--- config.mk ---
export PLATFORM = sky130hd
export DESIGN_NAME = pzcorebus_response_slicer_flat
export DESIGN_NICKNAME = d
export VERILOG_FILES = /design/src/rtl/pzcorebus_response_slicer_if.sv /design/src/rtl/pzcorebus_response_slicer.sv /design/src/flat_wrapper.sv
export SDC_FILE = /design/constraint.sdc
export NUM_CORES = 1
export LEC_CHECK = 0
export CAP_MARGIN = 15
export CORE_AREA = 2 2 92 94
export DETAILED_ROUTE_END_ITERATION = 12
export DIE_AREA = 0 0 94 96
export GPL_ROUTABILITY_DRIVEN = 0
export PLACE_DENSITY = 0.88
export SLEW_MARGIN = 40
export SYNTH_ARGS = -nofsm -noshare
export SYNTH_HDL_FRONTEND = slang
export SYNTH_SLANG_ARGS = --single-unit
--- constraint.sdc ---
create_clock -name i_clk -period 2.8 [get_ports i_clk]
set_input_delay 0.7 -clock i_clk [delete_from_list [all_inputs] [get_ports i_clk]]
set_output_delay 0.7 -clock i_clk [all_outputs]
set_load 0.01 [all_outputs]
--- src/rtl/pzcorebus_response_slicer_if.sv ---
// pzcorebus response-channel bundle and the configuration package that sizes it.
// A zero field in the bus configuration selects that field's default width,
// so the all-zero configuration describes a usable 48-bit response.
package pzcorebus_response_slicer_pkg;

    typedef struct packed {
        logic [7:0] id_width;
        logic [7:0] data_width;
        logic [7:0] info_width;
        logic [7:0] uniten_width;
    } pzcorebus_config;

    localparam int RESP_TYPE_WIDTH = 2;

    function automatic int get_id_width(pzcorebus_config cfg);
        return (cfg.id_width == 8'd0) ? 4 : int'(cfg.id_width);
    endfunction

    function automatic int get_data_width(pzcorebus_config cfg);
        return (cfg.data_width == 8'd0) ? 32 : int'(cfg.data_width);
    endfunction

    function automatic int get_info_width(pzcorebus_config cfg);
        return (cfg.info_width == 8'd0) ? 4 : int'(cfg.info_width);
    endfunction

    function automatic int get_uniten_width(pzcorebus_config cfg);
        return (cfg.uniten_width == 8'd0) ? 4 : int'(cfg.uniten_width);
    endfunction

    // sresp + sid + serror + sdata + sinfo + sresp_uniten + sresp_last
    function automatic int get_packed_response_width(pzcorebus_config cfg);
        return RESP_TYPE_WIDTH + get_id_width(cfg) + 1 + get_data_width(cfg)
             + get_info_width(cfg) + get_uniten_width(cfg) + 1;
    endfunction

endpackage

interface pzcorebus_response_slicer_if
    import pzcorebus_response_slicer_pkg::*;
#(
    parameter pzcorebus_config BUS_CONFIG = '0
);
    localparam int ID_WIDTH     = get_id_width(BUS_CONFIG);
    localparam int DATA_WIDTH   = get_data_width(BUS_CONFIG);
    localparam int INFO_WIDTH   = get_info_width(BUS_CONFIG);
    localparam int UNITEN_WIDTH = get_uniten_width(BUS_CONFIG);

    logic                       sresp_valid;
    logic [RESP_TYPE_WIDTH-1:0] sresp;
    logic [ID_WIDTH-1:0]        sid;
    logic                       serror;
    logic [DATA_WIDTH-1:0]      sdata;
    logic [INFO_WIDTH-1:0]      sinfo;
    logic [UNITEN_WIDTH-1:0]    sresp_uniten;
    logic                       sresp_last;
    logic                       mresp_accept;

    // Receiving side of a response: takes the beat, returns accept.
    modport response_master (
        input  sresp_valid, sresp, sid, serror, sdata, sinfo, sresp_uniten, sresp_last,
        output mresp_accept
    );

    // Sending side of a response: presents the beat, receives accept.
    modport response_slave (
        output sresp_valid, sresp, sid, serror, sdata, sinfo, sresp_uniten, sresp_last,
        input  mresp_accept
    );

endinterface

--- src/rtl/pzcorebus_response_slicer.sv ---
// pzcorebus response-channel register slicer.
// STAGES elastic stages between master_if (downstream slave side) and
// slave_if (upstream master side). FIFO_SLICER selects 2-entry full-bandwidth
// or 1-entry half-bandwidth stages. The payload is carried as one opaque vector.
// Optional macro PZCOREBUS_RESPONSE_SLICER_HOLD_CHECK_EN adds a sticky checker
// for beats withdrawn or altered while stalled; without it o_hold_violation is 0.

// Payload storage for one stage; DISABLE_MBFF keeps every bit in its own flop
// process so tools do not merge payload bits into multi-bit cells.
module pzcorebus_response_slicer_store #(
    parameter int RW           = 8,
    parameter int DEPTH        = 2,
    parameter bit DISABLE_MBFF = 1'b0
)(
    input  logic          i_clk,
    input  logic          i_wr_en,
    input  logic          i_wr_idx,
    input  logic [RW-1:0] i_wr_data,
    input  logic          i_rd_idx,
    output logic [RW-1:0] o_rd_data
);
    if (DISABLE_MBFF) begin : g_bitwise
        for (genvar gi = 0; gi < RW; gi++) begin : g_bit
            logic bit_reg [0:DEPTH-1];
            // Per-bit storage write.
            always_ff @(posedge i_clk) begin
                if (i_wr_en) begin
                    bit_reg[i_wr_idx] <= i_wr_data[gi];
                end
            end
            assign o_rd_data[gi] = bit_reg[i_rd_idx];
        end
    end else begin : g_vector
        logic [RW-1:0] entry_reg [0:DEPTH-1];
        // Whole-entry storage write.
        always_ff @(posedge i_clk) begin
            if (i_wr_en) begin
                entry_reg[i_wr_idx] <= i_wr_data;
            end
        end
        assign o_rd_data = entry_reg[i_rd_idx];
    end
endmodule

module pzcorebus_response_slicer
    import pzcorebus_response_slicer_pkg::*;
#(
    parameter pzcorebus_config BUS_CONFIG   = '0,
    parameter int              STAGES       = 1,
    parameter bit              FIFO_SLICER  = 1'b1,
    parameter bit              DISABLE_MBFF = 1'b0
)(
    input  logic                                     i_clk,
    input  logic                                     i_rst,
    pzcorebus_response_slicer_if.response_master     master_if,
    pzcorebus_response_slicer_if.response_slave      slave_if,
    output logic                                     o_busy,
    output logic                                     o_hold_violation
);
    localparam int RW = get_packed_response_width(BUS_CONFIG);

    typedef enum logic [1:0] {
        EMPTY = 2'd0,
        HALF  = 2'd1,
        FULL  = 2'd2
    } stage_state_e;

    // Chain position k is the input of stage k; position STAGES is slave_if.
    logic [STAGES:0] chain_valid;
    logic [STAGES:0] chain_ready;
    logic [RW-1:0]   chain_data [0:STAGES];
    logic [STAGES:0] occupied;
    logic [RW-1:0]   in_payload;
    logic            in_accept;

    assign in_payload = {master_if.sresp, master_if.sid, master_if.serror, master_if.sdata,
                         master_if.sinfo, master_if.sresp_uniten, master_if.sresp_last};

    assign chain_valid[0]      = master_if.sresp_valid;
    assign chain_data[0]       = in_payload;
    assign chain_ready[STAGES] = slave_if.mresp_accept;
    assign occupied[0]         = 1'b0;

    // Handshakes are held off on both sides while reset is applied.
    assign in_accept              = chain_ready[0] & ~i_rst;
    assign master_if.mresp_accept = in_accept;
    assign slave_if.sresp_valid   = chain_valid[STAGES] & ~i_rst;
    assign {slave_if.sresp, slave_if.sid, slave_if.serror, slave_if.sdata,
            slave_if.sinfo, slave_if.sresp_uniten, slave_if.sresp_last} = chain_data[STAGES];

    assign o_busy = |occupied;

    for (genvar gi = 0; gi < STAGES; gi++) begin : g_stage
        logic          in_valid;
        logic          in_ready;
        logic [RW-1:0] in_data;
        logic          out_valid;
        logic          out_ready;
        logic [RW-1:0] out_data;
        logic          push;
        logic          pop;

        assign in_valid            = chain_valid[gi];
        assign in_data             = chain_data[gi];
        assign out_ready           = chain_ready[gi+1];
        assign chain_ready[gi]     = in_ready;
        assign chain_valid[gi+1]   = out_valid;
        assign chain_data[gi+1]    = out_data;

        if (FIFO_SLICER) begin : g_full
            stage_state_e state_reg, state_next;
            logic         wr_ptr_reg, wr_ptr_next;
            logic         rd_ptr_reg, rd_ptr_next;

            // Occupancy state and ring pointers.
            always_ff @(posedge i_clk) begin
                if (i_rst) begin
                    state_reg  <= EMPTY;
                    wr_ptr_reg <= 1'b0;
                    rd_ptr_reg <= 1'b0;
                end else begin
                    state_reg  <= state_next;
                    wr_ptr_reg <= wr_ptr_next;
                    rd_ptr_reg <= rd_ptr_next;
                end
            end

            // Handshake decode and occupancy transitions; accept never looks at out_ready.
            always_comb begin
                state_next  = state_reg;
                wr_ptr_next = wr_ptr_reg;
                rd_ptr_next = rd_ptr_reg;
                in_ready    = (state_reg != FULL);
                out_valid   = (state_reg != EMPTY);
                push        = in_valid && in_ready;
                pop         = out_valid && out_ready;
                if (push) begin
                    wr_ptr_next = ~wr_ptr_reg;
                end
                if (pop) begin
                    rd_ptr_next = ~rd_ptr_reg;
                end
                case (state_reg)
                    EMPTY: if (push) state_next = HALF;
                    HALF: begin
                        if (push && !pop) begin
                            state_next = FULL;
                        end else if (pop && !push) begin
                            state_next = EMPTY;
                        end
                    end
                    FULL:    if (pop) state_next = HALF;
                    default: state_next = EMPTY;
                endcase
            end

            assign occupied[gi+1] = (state_reg != EMPTY);

            pzcorebus_response_slicer_store #(
                .RW           (RW),
                .DEPTH        (2),
                .DISABLE_MBFF (DISABLE_MBFF)
            ) u_store (
                .i_clk     (i_clk),
                .i_wr_en   (push),
                .i_wr_idx  (wr_ptr_reg),
                .i_wr_data (in_data),
                .i_rd_idx  (rd_ptr_reg),
                .o_rd_data (out_data)
            );
        end else begin : g_half
            logic full_reg, full_next;

            // Single-entry occupancy flag.
            always_ff @(posedge i_clk) begin
                if (i_rst) begin
                    full_reg <= 1'b0;
                end else begin
                    full_reg <= full_next;
                end
            end

            // Fill when empty, drain when full; never both in one cycle.
            always_comb begin
                full_next = full_reg;
                in_ready  = !full_reg;
                out_valid = full_reg;
                push      = in_valid && in_ready;
                pop       = out_valid && out_ready;
                if (push) begin
                    full_next = 1'b1;
                end else if (pop) begin
                    full_next = 1'b0;
                end
            end

            assign occupied[gi+1] = full_reg;

            pzcorebus_response_slicer_store #(
                .RW           (RW),
                .DEPTH        (1),
                .DISABLE_MBFF (DISABLE_MBFF)
            ) u_store (
                .i_clk     (i_clk),
                .i_wr_en   (push),
                .i_wr_idx  (1'b0),
                .i_wr_data (in_data),
                .i_rd_idx  (1'b0),
                .o_rd_data (out_data)
            );
        end
    end

`ifdef PZCOREBUS_RESPONSE_SLICER_HOLD_CHECK_EN
    logic          prev_valid_reg;
    logic          prev_accept_reg;
    logic [RW-1:0] prev_payload_reg;
    logic          hold_violation_reg;

    // Remember last cycle's offer; latch a stalled beat that was withdrawn or changed.
    always_ff @(posedge i_clk) begin
        if (i_rst) begin
            prev_valid_reg     <= 1'b0;
            prev_accept_reg    <= 1'b0;
            hold_violation_reg <= 1'b0;
        end else begin
            prev_valid_reg  <= master_if.sresp_valid;
            prev_accept_reg <= in_accept;
            if (prev_valid_reg && !prev_accept_reg &&
                (!master_if.sresp_valid || (in_payload != prev_payload_reg))) begin
                hold_violation_reg <= 1'b1;
            end
        end
        prev_payload_reg <= in_payload;
    end

    assign o_hold_violation = hold_violation_reg;
`else
    assign o_hold_violation = 1'b0;
`endif

endmodule

--- src/flat_wrapper.sv ---
// flat-port wrapper written by rule: the top's interface ports become plain ports
module pzcorebus_response_slicer_flat import pzcorebus_response_slicer_pkg::*;
#(
    parameter pzcorebus_config BUS_CONFIG   = '0,
    parameter int              STAGES       = 1,
    parameter bit              FIFO_SLICER  = 1'b1,
    parameter bit              DISABLE_MBFF = 1'b0
)
  (i_clk, i_rst, o_busy, o_hold_violation, master_if_sresp_valid, master_if_sresp, master_if_sid, master_if_serror, master_if_sdata, master_if_sinfo, master_if_sresp_uniten, master_if_sresp_last, master_if_mresp_accept, slave_if_sresp_valid, slave_if_sresp, slave_if_sid, slave_if_serror, slave_if_sdata, slave_if_sinfo, slave_if_sresp_uniten, slave_if_sresp_last, slave_if_mresp_accept);
  pzcorebus_response_slicer_if #(.BUS_CONFIG(BUS_CONFIG)) master_if_i ();
  pzcorebus_response_slicer_if #(.BUS_CONFIG(BUS_CONFIG)) slave_if_i ();
  input  logic i_clk;
  input  logic i_rst;
  output logic o_busy;
  output logic o_hold_violation;
  input wire logic [$bits(master_if_i.sresp_valid)-1:0] master_if_sresp_valid;
  input wire logic [$bits(master_if_i.sresp)-1:0] master_if_sresp;
  input wire logic [$bits(master_if_i.sid)-1:0] master_if_sid;
  input wire logic [$bits(master_if_i.serror)-1:0] master_if_serror;
  input wire logic [$bits(master_if_i.sdata)-1:0] master_if_sdata;
  input wire logic [$bits(master_if_i.sinfo)-1:0] master_if_sinfo;
  input wire logic [$bits(master_if_i.sresp_uniten)-1:0] master_if_sresp_uniten;
  input wire logic [$bits(master_if_i.sresp_last)-1:0] master_if_sresp_last;
  output wire logic [$bits(master_if_i.mresp_accept)-1:0] master_if_mresp_accept;
  output wire logic [$bits(slave_if_i.sresp_valid)-1:0] slave_if_sresp_valid;
  output wire logic [$bits(slave_if_i.sresp)-1:0] slave_if_sresp;
  output wire logic [$bits(slave_if_i.sid)-1:0] slave_if_sid;
  output wire logic [$bits(slave_if_i.serror)-1:0] slave_if_serror;
  output wire logic [$bits(slave_if_i.sdata)-1:0] slave_if_sdata;
  output wire logic [$bits(slave_if_i.sinfo)-1:0] slave_if_sinfo;
  output wire logic [$bits(slave_if_i.sresp_uniten)-1:0] slave_if_sresp_uniten;
  output wire logic [$bits(slave_if_i.sresp_last)-1:0] slave_if_sresp_last;
  input wire logic [$bits(slave_if_i.mresp_accept)-1:0] slave_if_mresp_accept;
  assign master_if_i.sresp_valid = master_if_sresp_valid;
  assign master_if_i.sresp = master_if_sresp;
  assign master_if_i.sid = master_if_sid;
  assign master_if_i.serror = master_if_serror;
  assign master_if_i.sdata = master_if_sdata;
  assign master_if_i.sinfo = master_if_sinfo;
  assign master_if_i.sresp_uniten = master_if_sresp_uniten;
  assign master_if_i.sresp_last = master_if_sresp_last;
  assign master_if_mresp_accept = master_if_i.mresp_accept;
  assign slave_if_sresp_valid = slave_if_i.sresp_valid;
  assign slave_if_sresp = slave_if_i.sresp;
  assign slave_if_sid = slave_if_i.sid;
  assign slave_if_serror = slave_if_i.serror;
  assign slave_if_sdata = slave_if_i.sdata;
  assign slave_if_sinfo = slave_if_i.sinfo;
  assign slave_if_sresp_uniten = slave_if_i.sresp_uniten;
  assign slave_if_sresp_last = slave_if_i.sresp_last;
  assign slave_if_i.mresp_accept = slave_if_mresp_accept;
  pzcorebus_response_slicer #(.BUS_CONFIG(BUS_CONFIG), .STAGES(STAGES), .FIFO_SLICER(FIFO_SLICER), .DISABLE_MBFF(DISABLE_MBFF)) u_core (.i_clk(i_clk), .i_rst(i_rst), .master_if(master_if_i), .slave_if(slave_if_i), .o_busy(o_busy), .o_hold_violation(o_hold_violation));
endmodule
==> results.cfg <==
[worst_setup_path]
critical_path.cell_chain = buf_12 -> mux2_2 -> clkdlybuf4s50_1
worstSetupEndpointType = output pin
crit_slowest_cell = clkdlybuf4s50_1
cp.arrival_ps = 1860
crit_fanout = 48
cp.required_ps = 2100
worst_r2r_path_depth = 4
critical_path.startpoint_type = flip-flop
worstSetupPathType = flip-flop to output pin
slowest_delay_ps = 510

[global_route]
grt_antenna_before_repair = 0
grt_pass1_wl_mm = 9.56
grt_max_degree = 49
grt_use_total = 0.142
grt_pass1_vias = 2085
grt_remaining_overflow = 0

[placed_design]
dp_cells = 385
port-buffer-count = 102
dp_slack_ps = 269
hpwl_mm = 4.21

[die]
fp-row-count = 33
io_pins = 104
start_util = 0.462
die_h_um = 96
coreArea_mm2 = 0.00805
die_area_mm2 = 0.00902
die_x_um = 94

[sta]
fin_crit_sh = 0.914
fin_worst_skew_ps = 10.6
setup_tns_ps = 0
period_minus_slack_ps = 2560
hold_viol_final = 0
setup_ws_ps = 242
grt_setup_unrepaired = no
slew_violations = 0
fmax_mhz = 391
finalSetupViolCount = 0

[clock_network]
cts-htree-levels = 3
clkLatencyLatePin_ps = 340
cts_buffer_depth = 2
cts_made_buffers = 9
post_cts_buffers = 0
root_buffer = clkbuf_8
cts_tree = built
holdBufCountCts = 0
path_clk_slew_ps = 80
cts_resized = 0
cts_sinks = 101

[synth]
yosys-top-cells-area = edfxtp_1, mux2_2, dfxtp_1
synth_nets = 230
synth_compound_area_frac = 0.0104
yosysTopAreaCellShare = 0.774
synth.most_common_cell = edfxtp_1
synth_fa_ha_area_frac = 0
ys_warn_count = 0
synth_cells = 178
synth.area.mux_share = 0.148
ys_top_cells_by_count = edfxtp_1, mux2_2, dfxtp_1
synth_top_family_by_area = multiplexers
yosys.area_share.xor_xnor = 0.00235
synth_flop_cell = edfxtp_1
seq_area_frac_synth = 0.801
netlist-cell-type-count = 26
synth_async_sr_flop_share = 0
synth_edf_count = 96
synth_area_mm2 = 0.00372
syn_avg_cell_area_um2 = 20.9
synthSimpleGateAreaFrac = 0.0222
synth_area_leader_cell = edfxtp_1
ys_ff_latch = 101

[drt]
wl_per_cell_um = 16.1
drc = 0
vias = 1952
drt-vias-per-instance = 4.87
drt-initial-drc-count = 48
first_pass_iters = 6
ant_nets = 0
drt-total-wl_mm = 6.45

[power]
peakVddDrop_mv = 0.364
total_power_mw = 3.12
p_leak_nw = 1.70
powerDensity_mw_per_mm2 = 613

[cells_and_area]
utilization = 0.632
diodes = 0
n_fill_cell = 582
layout.nets = 343
drive_gt1_frac = 0.250
final_cells = 401
largest_register_ffs = 96
syn2layout_area_growth_pct = 36.8

[worst_hold_path]
hold_path.class = flip-flop to flip-flop
hold_path_depth = 2

[run_status]
outcome = finished, final reports clean

[job]
cap_violations = 0
-- critical path: cells and delay by family, from the launching register on --
kind	cells	cell delay [ps]
flip-flops	1	350
multiplexers	1	370
buffers and inverters	2	750
-- cell usage in the layout (no fill, tap or decap), types with 2 or more instances in the layout --
master           synthesis  routed
edfxtp_1                96      96
clkbuf_8                 0       9
o21ai_0                  2       2
buf_4                    2       4
nor2_1                   3       3
clkdlybuf4s50_1          0     102
clkinvlp_4               0       2
buf_12                   0       2
clkinv_2                 0       2
mux2_1                   2       2
dfxtp_1                  5       4
mux2_2                  46      46
-- kinds of logic (layout without fill, tap and decap cells) --
group,Yosys count,count (layout)
DFF,101,101
muxes,49,49
and+or+nand+nor,12,12
buffers and inverters,8,126
AOI/OAI and AO/OA,6,6
other,1,1
xor gates and xnor gates,1,1
-- cell type report --
cell class,instances,area (µm²),share of cell area
multi-input combinational,69,686,0.135
tap,105,131,0.0258
timing repair buffer,108,1090,0.214
inverter,2,7.51,0.00147
sequential,101,2980,0.586
clock buffer,10,128,0.0251
clock inverter,6,63.8,0.0125
-- report_power, final --
part	switching (mW)	internal, mW
clock	0.460	0.412
combinational	0.190	0.291
sequential	0.0220	1.75
-- path summary, 6_finish.rpt --
kind                                         startpoint                             endpoint  slack [ps]
setup / recovery                              flip-flop                    slave_if_sresp[1]         240
hold / removal      u_core.g_stage[0].g_full.wr_ptr_reg  u_core.g_stage[0].g_full.wr_ptr_reg         520
setup reg to reg  u_core.g_stage[0].g_full.state_reg[0]                            flip-flop        1190
hold reg to reg     u_core.g_stage[0].g_full.wr_ptr_reg  u_core.g_stage[0].g_full.wr_ptr_reg         520
-- per-layer routing --
metal / global-route usage / vias up / wire length (µm)
met3: 0.0399 / 6 / 375
met5: 0 / - / 0
met4: 0.0568 / 0 / 42
li1: - / 922 / -
met2: 0.254 / 64 / 3520
met1: 0.162 / 960 / 2510
-- per-stage QoR --
step                hold WS (ps)  area, µm²
CTS                          523       5090
global placement             486       4900
global route                 546       5090
detailed placement           505       4900
floorplan                    472       3720
finish                       521       5090
Note: power is estimated with default switching activity, not from simulation.
